===== src/rtl/fifo_rdselector.sv =====
// Drains per-channel FIFOs round-robin into one channel-tagged valid/ready output stream.
// Latency: rd_en one cycle after a channel becomes eligible; o_valid L+1 cycles after rd_en (FIFO latency L).
// Backpressure: a held word stays on the outputs until i_ready; no new FIFO read is issued meanwhile.
module fifo_rdselector #(
    parameter int CHANNEL_WIDTH  = 32,
    parameter int CHANNELS_CNT   = 3,
    parameter int TIMEOUT_CYCLES = 15,
    localparam int CH_W = $clog2(CHANNELS_CNT),
    localparam int TC_W = $clog2(TIMEOUT_CYCLES)
) (
    input  logic                                    clk,
    input  logic                                    rst_all_n,
    input  logic [CHANNELS_CNT-1:0]                 i_enable_channels,
    input  logic [CHANNELS_CNT-1:0]                 i_empty_channels,
    output logic [CHANNELS_CNT-1:0]                 o_rd_en_channels,
    input  logic [CHANNELS_CNT-1:0]                 i_rd_valid_channels,
    input  logic [CHANNELS_CNT*CHANNEL_WIDTH-1:0]   i_rd_data_channels,
    output logic                                    o_valid,
    input  logic                                    i_ready,
    output logic [CHANNEL_WIDTH-1:0]                o_data,
    output logic [CH_W-1:0]                         o_channel,
    output logic                                    o_busy,
    output logic                                    o_timeout
);

    typedef enum logic [1:0] {IDLE, WAIT, HOLD} state_t;

    state_t                    state, state_nxt;
    logic [CH_W-1:0]           last_grant, last_grant_nxt;
    logic [TC_W-1:0]           tcnt, tcnt_nxt;
    logic [CHANNELS_CNT-1:0]   eligible;
    logic [CHANNELS_CNT-1:0]   rd_en_nxt;
    logic [CH_W-1:0]           grant;
    logic [CH_W-1:0]           idx;
    logic                      valid_nxt;
    logic [CHANNEL_WIDTH-1:0]  data_nxt;
    logic [CH_W-1:0]           channel_nxt;
    logic                      busy_nxt;
    logic                      timeout_nxt;
    logic [CHANNEL_WIDTH-1:0]  rd_data_arr [CHANNELS_CNT];

    for (genvar c = 0; c < CHANNELS_CNT; c++) begin : g_unpack
        assign rd_data_arr[c] = i_rd_data_channels[c*CHANNEL_WIDTH +: CHANNEL_WIDTH];
    end

    assign eligible = i_enable_channels & ~i_empty_channels;

    // Scan downward so the last hit is the nearest eligible channel after last_grant.
    always_comb begin
        grant = last_grant;
        idx   = '0;
        for (int i = CHANNELS_CNT; i >= 1; i--) begin
            idx = CH_W'((int'(last_grant) + i) % CHANNELS_CNT);
            if (eligible[idx]) begin
                grant = idx;
            end
        end
    end

    always_comb begin
        state_nxt      = state;
        last_grant_nxt = last_grant;
        tcnt_nxt       = tcnt;
        rd_en_nxt      = '0;
        valid_nxt      = o_valid;
        data_nxt       = o_data;
        channel_nxt    = o_channel;
        timeout_nxt    = 1'b0;
        case (state)
            IDLE: begin
                if (|eligible) begin
                    rd_en_nxt      = CHANNELS_CNT'(1) << grant;
                    last_grant_nxt = grant;
                    tcnt_nxt       = '0;
                    state_nxt      = WAIT;
                end
            end
            WAIT: begin
                if (i_rd_valid_channels[last_grant]) begin
                    data_nxt    = rd_data_arr[last_grant];
                    channel_nxt = last_grant;
                    valid_nxt   = 1'b1;
                    state_nxt   = HOLD;
                end else if (tcnt == TC_W'(TIMEOUT_CYCLES - 1)) begin
                    timeout_nxt = 1'b1;
                    state_nxt   = IDLE;
                end else begin
                    tcnt_nxt = tcnt + 1'b1;
                end
            end
            HOLD: begin
                if (i_ready) begin
                    valid_nxt = 1'b0;
                    state_nxt = IDLE;
                end
            end
            default: state_nxt = IDLE;
        endcase
        busy_nxt = (state_nxt != IDLE);
    end

    always_ff @(posedge clk or negedge rst_all_n) begin
        if (!rst_all_n) begin
            state            <= IDLE;
            last_grant       <= CH_W'(CHANNELS_CNT - 1);
            tcnt             <= '0;
            o_rd_en_channels <= '0;
            o_valid          <= 1'b0;
            o_data           <= '0;
            o_channel        <= '0;
            o_busy           <= 1'b0;
            o_timeout        <= 1'b0;
        end else begin
            state            <= state_nxt;
            last_grant       <= last_grant_nxt;
            tcnt             <= tcnt_nxt;
            o_rd_en_channels <= rd_en_nxt;
            o_valid          <= valid_nxt;
            o_data           <= data_nxt;
            o_channel        <= channel_nxt;
            o_busy           <= busy_nxt;
            o_timeout        <= timeout_nxt;
        end
    end

endmodule

===== config.mk =====
export PLATFORM = sky130hd
export DESIGN_NAME = fifo_rdselector
export DESIGN_NICKNAME = d
export VERILOG_FILES = /design/src/rtl/fifo_rdselector.sv
export SDC_FILE = /design/constraint.sdc
export NUM_CORES = 1
export LEC_CHECK = 0
export CORE_ASPECT_RATIO = 0.6
export CORE_UTILIZATION = 44
export DETAILED_ROUTE_END_ITERATION = 8
export PLACE_DENSITY_LB_ADDON = 0.12
export SYNTH_ARGS = -nofsm -noshare
export SYNTH_HDL_FRONTEND = slang
export SYNTH_SLANG_ARGS = --single-unit
export TNS_END_PERCENT = 1

===== constraint.sdc =====
create_clock -name clk -period 3.8 [get_ports clk]
set_input_delay 1.14 -clock clk [delete_from_list [all_inputs] [get_ports clk]]
set_output_delay 1.14 -clock clk [all_outputs]
set_load 0.01 [all_outputs]

Word-level counts from Yosys, hierarchy flattened

Cells that the tools add are included.

Eq/ne operators: 8
Bitwise gates (word level): 3
Reductions and logical operators: 9
Add/sub/neg operators: 4
Divide/modulo/power cells: 3
Multiplexer cells: 31
Shift-type cells: 1
Order comparisons: 5

Operators with widths:

| kind                                                     | number |
|---|---|
| remainder unit 32 x 3 -> 32 bit, second input constant   | 3 |
| binary-select mux 32 bit (select 2 bit)                  | 1 |
| two-way mux 32 bit                                       | 2 |
| two-way mux 2 bit                                        | 7 |
| < comparator 2 x 3 -> 1 bit, second input constant       | 4 |
| two-way mux 4 bit                                        | 3 |
| != test 2 bit, second input constant                     | 5 |
| two-way mux 1 bit                                        | 9 |
| binary-select mux 1 bit (select 2 bit)                   | 4 |
| one-hot mux 4 bit (2 select lines)                       | 1 |
| adder 2 x 2 -> 3 bit, second input constant              | 2 |
| two-way mux 3 bit                                        | 2 |
| one-hot mux 2 bit (3 select lines)                       | 1 |
| nonzero test 2 bit                                       | 3 |
| adder 4 x 1 -> 4 bit, second input constant              | 1 |
| == test 4 bit, second input constant                     | 1 |
| AND reduction 2 bit                                      | 2 |
| AND reduction 4 bit                                      | 1 |
| adder 2 x 1 -> 3 bit, second input constant              | 1 |
| bitwise AND 3 bit                                        | 1 |
| greater-or-equal comparator 3 bit, second input constant | 1 |
| inverter 2 -> 3 bit                                      | 1 |
| inverter 3 bit                                           | 1 |
| AND reduction 3 bit                                      | 1 |
| other kinds (6)                                          | 6 |

Bits of input ports: 108
Logic and storage cells: 73
Output and inout bits: 40
Bits in registers: 48

Longest topological paths before layout

Gate-level depths: netlist of run 1.

Depth after elaboration: 10
Depth in mapped cells: 8
Depth with buffers taken out: 6

Worst setup path after synthesis of run 1

Ideal clock, no wire load.

Path kind: reg-to-reg
Start point: reg last_grant[0]
End point: reg last_grant[0]
Slack: 1425 ps
Stages on the path, launching flop included: 9
Arrival: 2308 ps
Path buffers: 2
Setup time: 67 ps
Path through: dfrtp_1 -> buf_2 -> clkbuf_1 -> inv_1 -> ha_1 -> and4bb_2 -> a21o_1 -> a2111oi_2 -> o31a_1

Word-level cells in the longest chain between the ends: 7

RTL lines:

| element                                 | RTL line | source |
|---|---|---|
| start: declaration                      | 29       | `logic [CH_W-1:0] last_grant, last_grant_nxt;` |
| start signal: assignment                | 105      | `last_grant <= CH_W'(CHANNELS_CNT - 1);` |
| start signal: assignment                | 115      | `last_grant <= last_grant_nxt;` |
| adder 2 x 2 -> 3 bit                    | 53       | `idx = CH_W'((int'(last_grant) + i) % CHANNELS_CNT);` |
| remainder unit 32 x 3 -> 32 bit         | 53       |  |
| binary-select mux 1 bit (select 2 bit)  | 54       | `if (eligible[idx]) begin` |
| two-way mux 1 bit (implied by the code) | 54       |  |
| two-way mux 2 bit (2 in a row)          | 54       |  |
| two-way mux 2 bit (*)                   | 54       |  |

Mark *: on every way between the ends. The rest lies on a longest branch, timed or not. The select of a mux whose other input is x is not followed.
A chain may end at the register's enable or synchronous reset.

Worst setup path after layout of run 1

Start point: in i_rd_valid_channels[2]
End point: reg o_data[31]

Word-level cells in the longest chain between the ends: 3

RTL lines:

| element                                 | RTL line | source |
|---|---|---|
| start: declaration                      | 16       | `input logic [CHANNELS_CNT-1:0] i_rd_valid_channels,` |
| binary-select mux 1 bit (select 2 bit)  | 79       | `if (i_rd_valid_channels[last_grant]) begin` |
| two-way mux 1 bit (implied by the code) | 79       |  |
| AND reduction 2 bit (no line)           | -        |  |
| end signal: assignment                  | 119      | `o_data <= data_nxt;` |
| end: declaration                        | 20       | `output logic [CHANNEL_WIDTH-1:0] o_data,` |

No other way between the ends. The select of a mux whose other input is x is not followed.

==> results of run 1 <==
==> flip-flops by register name, summed over array words and instances (netlist names) <==
signal and cells:
o_busy 1, o_valid 1, o_channel 2, tcnt 4
o_timeout 1, o_data 32, state 2, last_grant 2
o_rd_en_channels 3
==> power by group through the flow <==
stage	logic, µW	registers (µW)	clock network (µW)
global route	2060	987	538
detailed placement	1910	953	0
finish	1910	953	504
CTS	1920	951	519
global placement	1870	952	0
floorplan	1140	982	0
==> cells by family after synthesis <==
kind of cell / synth area share
flip-flops: 0.402
AND/OR/NAND/NOR: 0.121
multiplexers: 0.278
AO/OA/AOI/OAI: 0.134
buffers and inverters: 0.0398
adder cells (fa/ha/maj): 0.0251
==> synth_stat cells, drive strengths merged, types with 2 or more instances <==
cell type | number | area (µm²)
buf | 12 | 81.3
a211oi | 2 | 15.0
nor3b | 3 | 22.5
mux2 | 35 | 499
a211o | 2 | 17.5
or4 | 2 | 15.0
clkbuf | 4 | 15.0
nand3 | 6 | 42.5
a21oi | 5 | 25.0
dfrtp | 47 | 1180
o311ai | 2 | 17.5
o21ai | 35 | 179
inv | 6 | 22.5
nand3b | 3 | 22.5
mux2i | 33 | 330
o211ai | 4 | 30.0
nor2 | 3 | 11.3
nand2 | 41 | 154
nor2b | 4 | 25.0
ha | 6 | 75.1
==> layer usage <==
metal	global-route usage	vias to the layer above	wire length (µm)
met5	0	-	0
met1	0.293	1266	3660
li1	-	1271	-
met4	0.0642	0	65
met3	0.0690	5	835
met2	0.404	115	3700
==> how the worst max path moves through the flow <==
stage                                 from             to  slack, ns  cells after the start
finish              i_rd_valid_channels[2]     o_data[31]       0.94                      5
detailed placement  i_rd_valid_channels[2]     o_data[16]       0.63                      5
global route        i_rd_valid_channels[0]     o_data[16]       0.82                      5
CTS                 i_rd_valid_channels[2]     o_data[16]       0.94                      5
floorplan                    last_grant[0]  last_grant[0]       1.43                      8
global placement    i_rd_valid_channels[2]     o_data[21]       0.69                      5
==> stage by stage <==
step	cells	hold WS, ns	total power (µW)
3_5_place_dp	492	0.494	2860
4_1_cts	500	0.512	3390
5_1_grt	500	0.521	3590
6_report	500	0.507	3370
3_3_place_gp	492	0.488	2820
2_1_floorplan	274	0.517	2120
==> cell type report <==
class                   count  area [µm²]
multi-input cells         204        1670
well taps                  84         105
clock inverters             3        47.5
clock buffers               5         125
flip-flops and latches     48        1200
inverters                   6        22.5
repair buffers            150        1490
fillers                   476        1670
==> impl_metrics.py, run 1 <==
metrics = {
    "cts": {
        "cts_buffer_depth": 2,
        "ctsResizeCount": 0,
        "clk_pin_slew_ns": 0.06,
        "cts_tree": "yes",
        "holdBufCountCts": 0,
        "cts_buffers": 5,
        "cts_root_buf": "clkbuf_16",
        "cts_setup_buffers": 0,
        "clock_latency_ns": 0.29,
        "clkSinkCount": 48,
        "htreeDepth": 2,
    },
    "yosys": {
        "ys_ff_latch": 48,
        "syn_area_per_cell_um2": 10.9,
        "yosysWarnings": 0,
        "synth_edf_count": 0,
        "synth_ff_type": "dfrtp_1",
        "synth_nets": 388,
        "async_flop_share": 1.00,
        "yosysSeqAreaShare": 0.402,
        "synth_area_um2": 2990,
        "synth_cell_type_count": 46,
        "synth_cells": 274,
    },
    "critical_path": {
        "cp.arrival_ns": 3.03,
        "regToRegSetupSlack_ns": 1.27,
        "cp_max_fo": 36,
        "path_buf_inv": 1,
        "cp-start-kind": "input pin",
        "critPathSlowestCell": "nand3_4",
        "r2r-end": "o_data[31]",
        "slowest_delay_ns": 0.55,
        "cp_top_family": "multiplexers",
        "regToRegStartpoint": "last_grant[0]",
        "critPathKind": "in -> reg",
        "crit_chain": "clkdlybuf4s50_1 > mux2i_1 > o21ai_2 > nand3_4 > mux2_4",
        "crit_path_end_kind": "flop",
        "worst_ep_required_time_ns": 3.97,
        "reg2regPathDepth": 5,
    },
    "drt": {
        "drt-wirelength-per-cell_um": 16.5,
        "drt-initial-drc-count": 68,
        "drc": 0,
        "routed_wl_um": 8260,
        "ant_nets": 0,
        "drt_first_pass_iters": 4,
        "vias": 2657,
        "viasPerCell": 5.31,
    },
    "worst_hold_path": {
        "whs_endpoint": "o_data[3]",
        "hold_path_class": "reg -> reg",
        "min_from": "o_data[3]",
        "whs_path_depth": 1,
    },
    "floorplan": {
        "rows": 22,
        "die_h_um": 65.8,
        "ioPinCount": 148,
        "start_util": 0.472,
        "core_area_um2": 6330,
        "fp.dieW_um": 108,
        "dieArea_um2": 7130,
    },
    "place": {
        "dpl-instance-area_um2": 4490,
        "place.gp.congestion": 0.898,
        "place_hpwl_um": 6160,
        "port_buffers": 147,
        "dpl_worst_slack_ns": 0.627,
    },
    "power": {
        "power_frac_comb": 0.567,
        "ir_worst_vdd_mv": 0.315,
        "p_seq_frac": 0.283,
        "cellPowerDensity_nw_per_um2": 722,
        "p_leak_uw": 0.00200,
        "pwr-share-clk": 0.150,
        "p_int_uw": 2130,
        "p_sw_uw": 1230,
        "p_sw_frac": 0.367,
    },
    "timing": {
        "tightest_slew_ns": 1.01,
        "period_needed_ns": 2.86,
        "setup_ws_ns": 0.935,
        "finalSetupViolCount": 0,
        "hold_viol_final": 0,
        "slew_headroom": 0.328,
        "post-route-period-util": 0.754,
        "max_freq_ghz": 0.349,
        "setup_tns_ns": 0,
        "slew_viol_final": 0,
        "clock_skew_ns": 0.00754,
        "rsz0062_at_grt": "no",
    },
    "global_routing": {
        "overflow": 0,
        "grtUsageTotal": 0.236,
        "grt_pass1_vias": 2567,
        "antenna_found_initial": 0,
        "grt_max_degree": 49,
        "grt_first_pass_wirelength_um": 12600,
    },
    "final_layout": {
        "layout_commonest_cell": "clkdlybuf4s50_1",
        "post-route-util": 0.736,
        "drive_gt1_frac": 0.144,
        "final_cell_mix": "clkdlybuf4s50_1 (146), dfrtp_1 (47), nand2_1 (41), o21ai_0 (34), mux2i_1 (33)",
        "final_nets": 529,
        "stdcell_area_um2": 4660,
        "syn_to_final_growth_pct": 56.0,
        "num_antenna_cells": 0,
    },
    "job": {
        "maxCapViolations": 0,
    },
    "run_status": {
        "outcome": "finished clean",
    },
}
Power figures use the tool's default switching activity.
==> inputs of run 2 (changes only) <==
CORE_UTILIZATION = 37   (was 44)
clock period = 2.6 ns   (was 3.8 ns; I/O delays follow)
==> run 2 against run 1 <==
  * Flip-flop and latch count unchanged
  * Final cell count up 5.2%
  * Critical path depth unchanged
  * Critical path type unchanged
  * Critical endpoint is now last_grant[1]
  * Largest cell class unchanged
  * Largest power group unchanged
==> impl_metrics.py, run 2 (synthesized netlist as in run 1, its figures left out) <==
metrics = {
    "cts": {
        "clock_latency_ns": 0.28,
        "holdBufCountCts": 0,
        "clkSinkCount": 48,
        "cts_setup_buffers": 0,
        "htreeDepth": 2,
        "cts_root_buf": "clkbuf_16",
        "cts_tree": "yes",
        "clk_pin_slew_ns": 0.06,
        "ctsResizeCount": 0,
        "cts_buffer_depth": 2,
        "cts_buffers": 5,
    },
    "critical_path": {
        "reg2regPathDepth": 6,
        "regToRegStartpoint": "last_grant[1]",
        "cp.arrival_ns": 2.44,
        "cp_max_fo": 4,
        "worst_ep_required_time_ns": 2.81,
        "cp-start-kind": "input pin",
        "r2r-end": "o_data[4]",
        "regToRegSetupSlack_ns": 0.46,
        "critPathKind": "in -> reg",
        "crit_path_end_kind": "flop",
    },
    "worst_hold_path": {
        "hold_path_class": "in -> async",
    },
    "drt": {
        "drc": 0,
        "drt_first_pass_iters": 4,
        "drt-initial-drc-count": 85,
        "drt-wirelength-per-cell_um": 15.3,
        "vias": 2614,
        "viasPerCell": 4.97,
        "routed_wl_um": 8020,
        "ant_nets": 0,
    },
    "final_layout": {
        "fillers": 605,
        "layout_commonest_cell": "clkdlybuf4s50_1",
        "largest_register_ffs": 32,
        "largestRegisters": "o_data x32, tcnt x4, o_rd_en_channels x3",
        "drive_gt1_frac": 0.154,
        "num_antenna_cells": 0,
        "final_cell_mix": "clkdlybuf4s50_1 (146), dfrtp_1 (47), nand2_1 (41), o21ai_0 (34), mux2i_1 (33)",
        "syn_to_final_growth_pct": 58.8,
        "largest-register": "o_data",
        "final_nets": 535,
    },
    "timing": {
        "setup_tns_ns": 0,
        "max_freq_ghz": 0.447,
        "slew_headroom": 0.531,
        "clock_skew_ns": 0.00627,
        "period_needed_ns": 2.23,
        "hold_viol_final": 0,
        "tightest_slew_ns": 0.701,
        "slew_viol_final": 0,
        "post-route-period-util": 0.859,
        "rsz0062_at_grt": "no",
        "setup_ws_ns": 0.365,
        "finalSetupViolCount": 0,
    },
    "place": {
        "dpl_worst_slack_ns": 0.110,
        "place.gp.congestion": 0.914,
        "place_hpwl_um": 6190,
        "port_buffers": 147,
    },
    "power": {
        "cellPowerDensity_nw_per_um2": 1030,
        "ir_worst_vdd_mv": 0.398,
        "p_leak_uw": 0.00203,
    },
    "job": {
        "maxCapViolations": 0,
    },
    "floorplan": {
        "rows": 24,
        "die_h_um": 71.6,
        "fp.dieW_um": 118,
        "start_util": 0.396,
        "dieArea_um2": 8450,
        "ioPinCount": 148,
        "core_area_um2": 7540,
    },
    "global_routing": {
        "grtUsageTotal": 0.191,
        "overflow": 0,
        "antenna_found_initial": 0,
        "grt_pass1_vias": 2600,
        "grt_max_degree": 26,
        "grt_first_pass_wirelength_um": 12800,
    },
    "run_status": {
        "outcome": "finished clean",
    },
}
-- run 2: cell types whose count changed in the layout (fill, tap and decap cells not counted) --
cell | previous run | this run
buf_12 | 0 | 3
clkinv_4 | 2 | 0
clkbuf_1 | 0 | 1
clkinvlp_4 | 0 | 1
buf_4 | 3 | 6
clkbuf_8 | 0 | 1
bufinv_16 | 1 | 0
-- run 2: where the power goes --
part / internal [µW] / total [µW] / switching, µW / leakage (µW)
combinational: 1620 / 2880 / 1260 / 0.00136
sequential: 1100 / 1350 / 251 / 0.000596
clock: 383 / 644 / 261 / 0.0000701
total: 3110 / 4870 / 1770 / 0.00203
-- run 2: worst max-delay path, stage by stage --
cell             delay [ns]
clkdlybuf4s50_1        0.48
or3b_4                 0.40
a221oi_2               0.35
a311oi_2               0.12
mux2_1                 0.32
-- run 2: stage by stage --
step	cell area, µm²	power (µW)	util	instances	hold WS [ns]
after global routing	4750	5210	0.630	526	0.517
final	4750	4870	0.630	526	0.488
after CTS	4750	4930	0.630	526	0.503
after global placement	4600	4210	0.610	518	0.487
after floorplan	2990	3100	-	274	0.484
after detailed placement	4600	4260	0.610	518	0.492
-- run 2: how the worst max path moves through the flow --
stage / depth (start not counted) / end / from
global route: 5 / last_grant[1] / i_enable_channels[0]
global placement: 5 / last_grant[1] / i_enable_channels[0]
detailed placement: 5 / last_grant[1] / i_enable_channels[0]
finish: 5 / last_grant[1] / i_enable_channels[0]
CTS: 5 / last_grant[1] / i_enable_channels[0]
floorplan: 8 / last_grant[0] / last_grant[0]
-- run 2: final cells by class --
type / count / area (µm²) / share of cell area
Clock buffer: 7 / 143 / 0.0301
Clock inverter: 1 / 7.51 / 0.00158
Inverter: 6 / 22.5 / 0.00475
Multi-Input combinational cell: 204 / 1670 / 0.352
Sequential cell: 48 / 1200 / 0.253
Tap cell: 104 / 130 / 0.0274
Timing Repair Buffer: 156 / 1570 / 0.331
-- run 2: layer usage --
metal  up-vias  GRT usage  wire length, µm
li1       1288          -                -
met2        99      0.301             3560
met5         -          0                0
met1      1222      0.257             3690
met4         0     0.0299               34
met3         5     0.0677              738
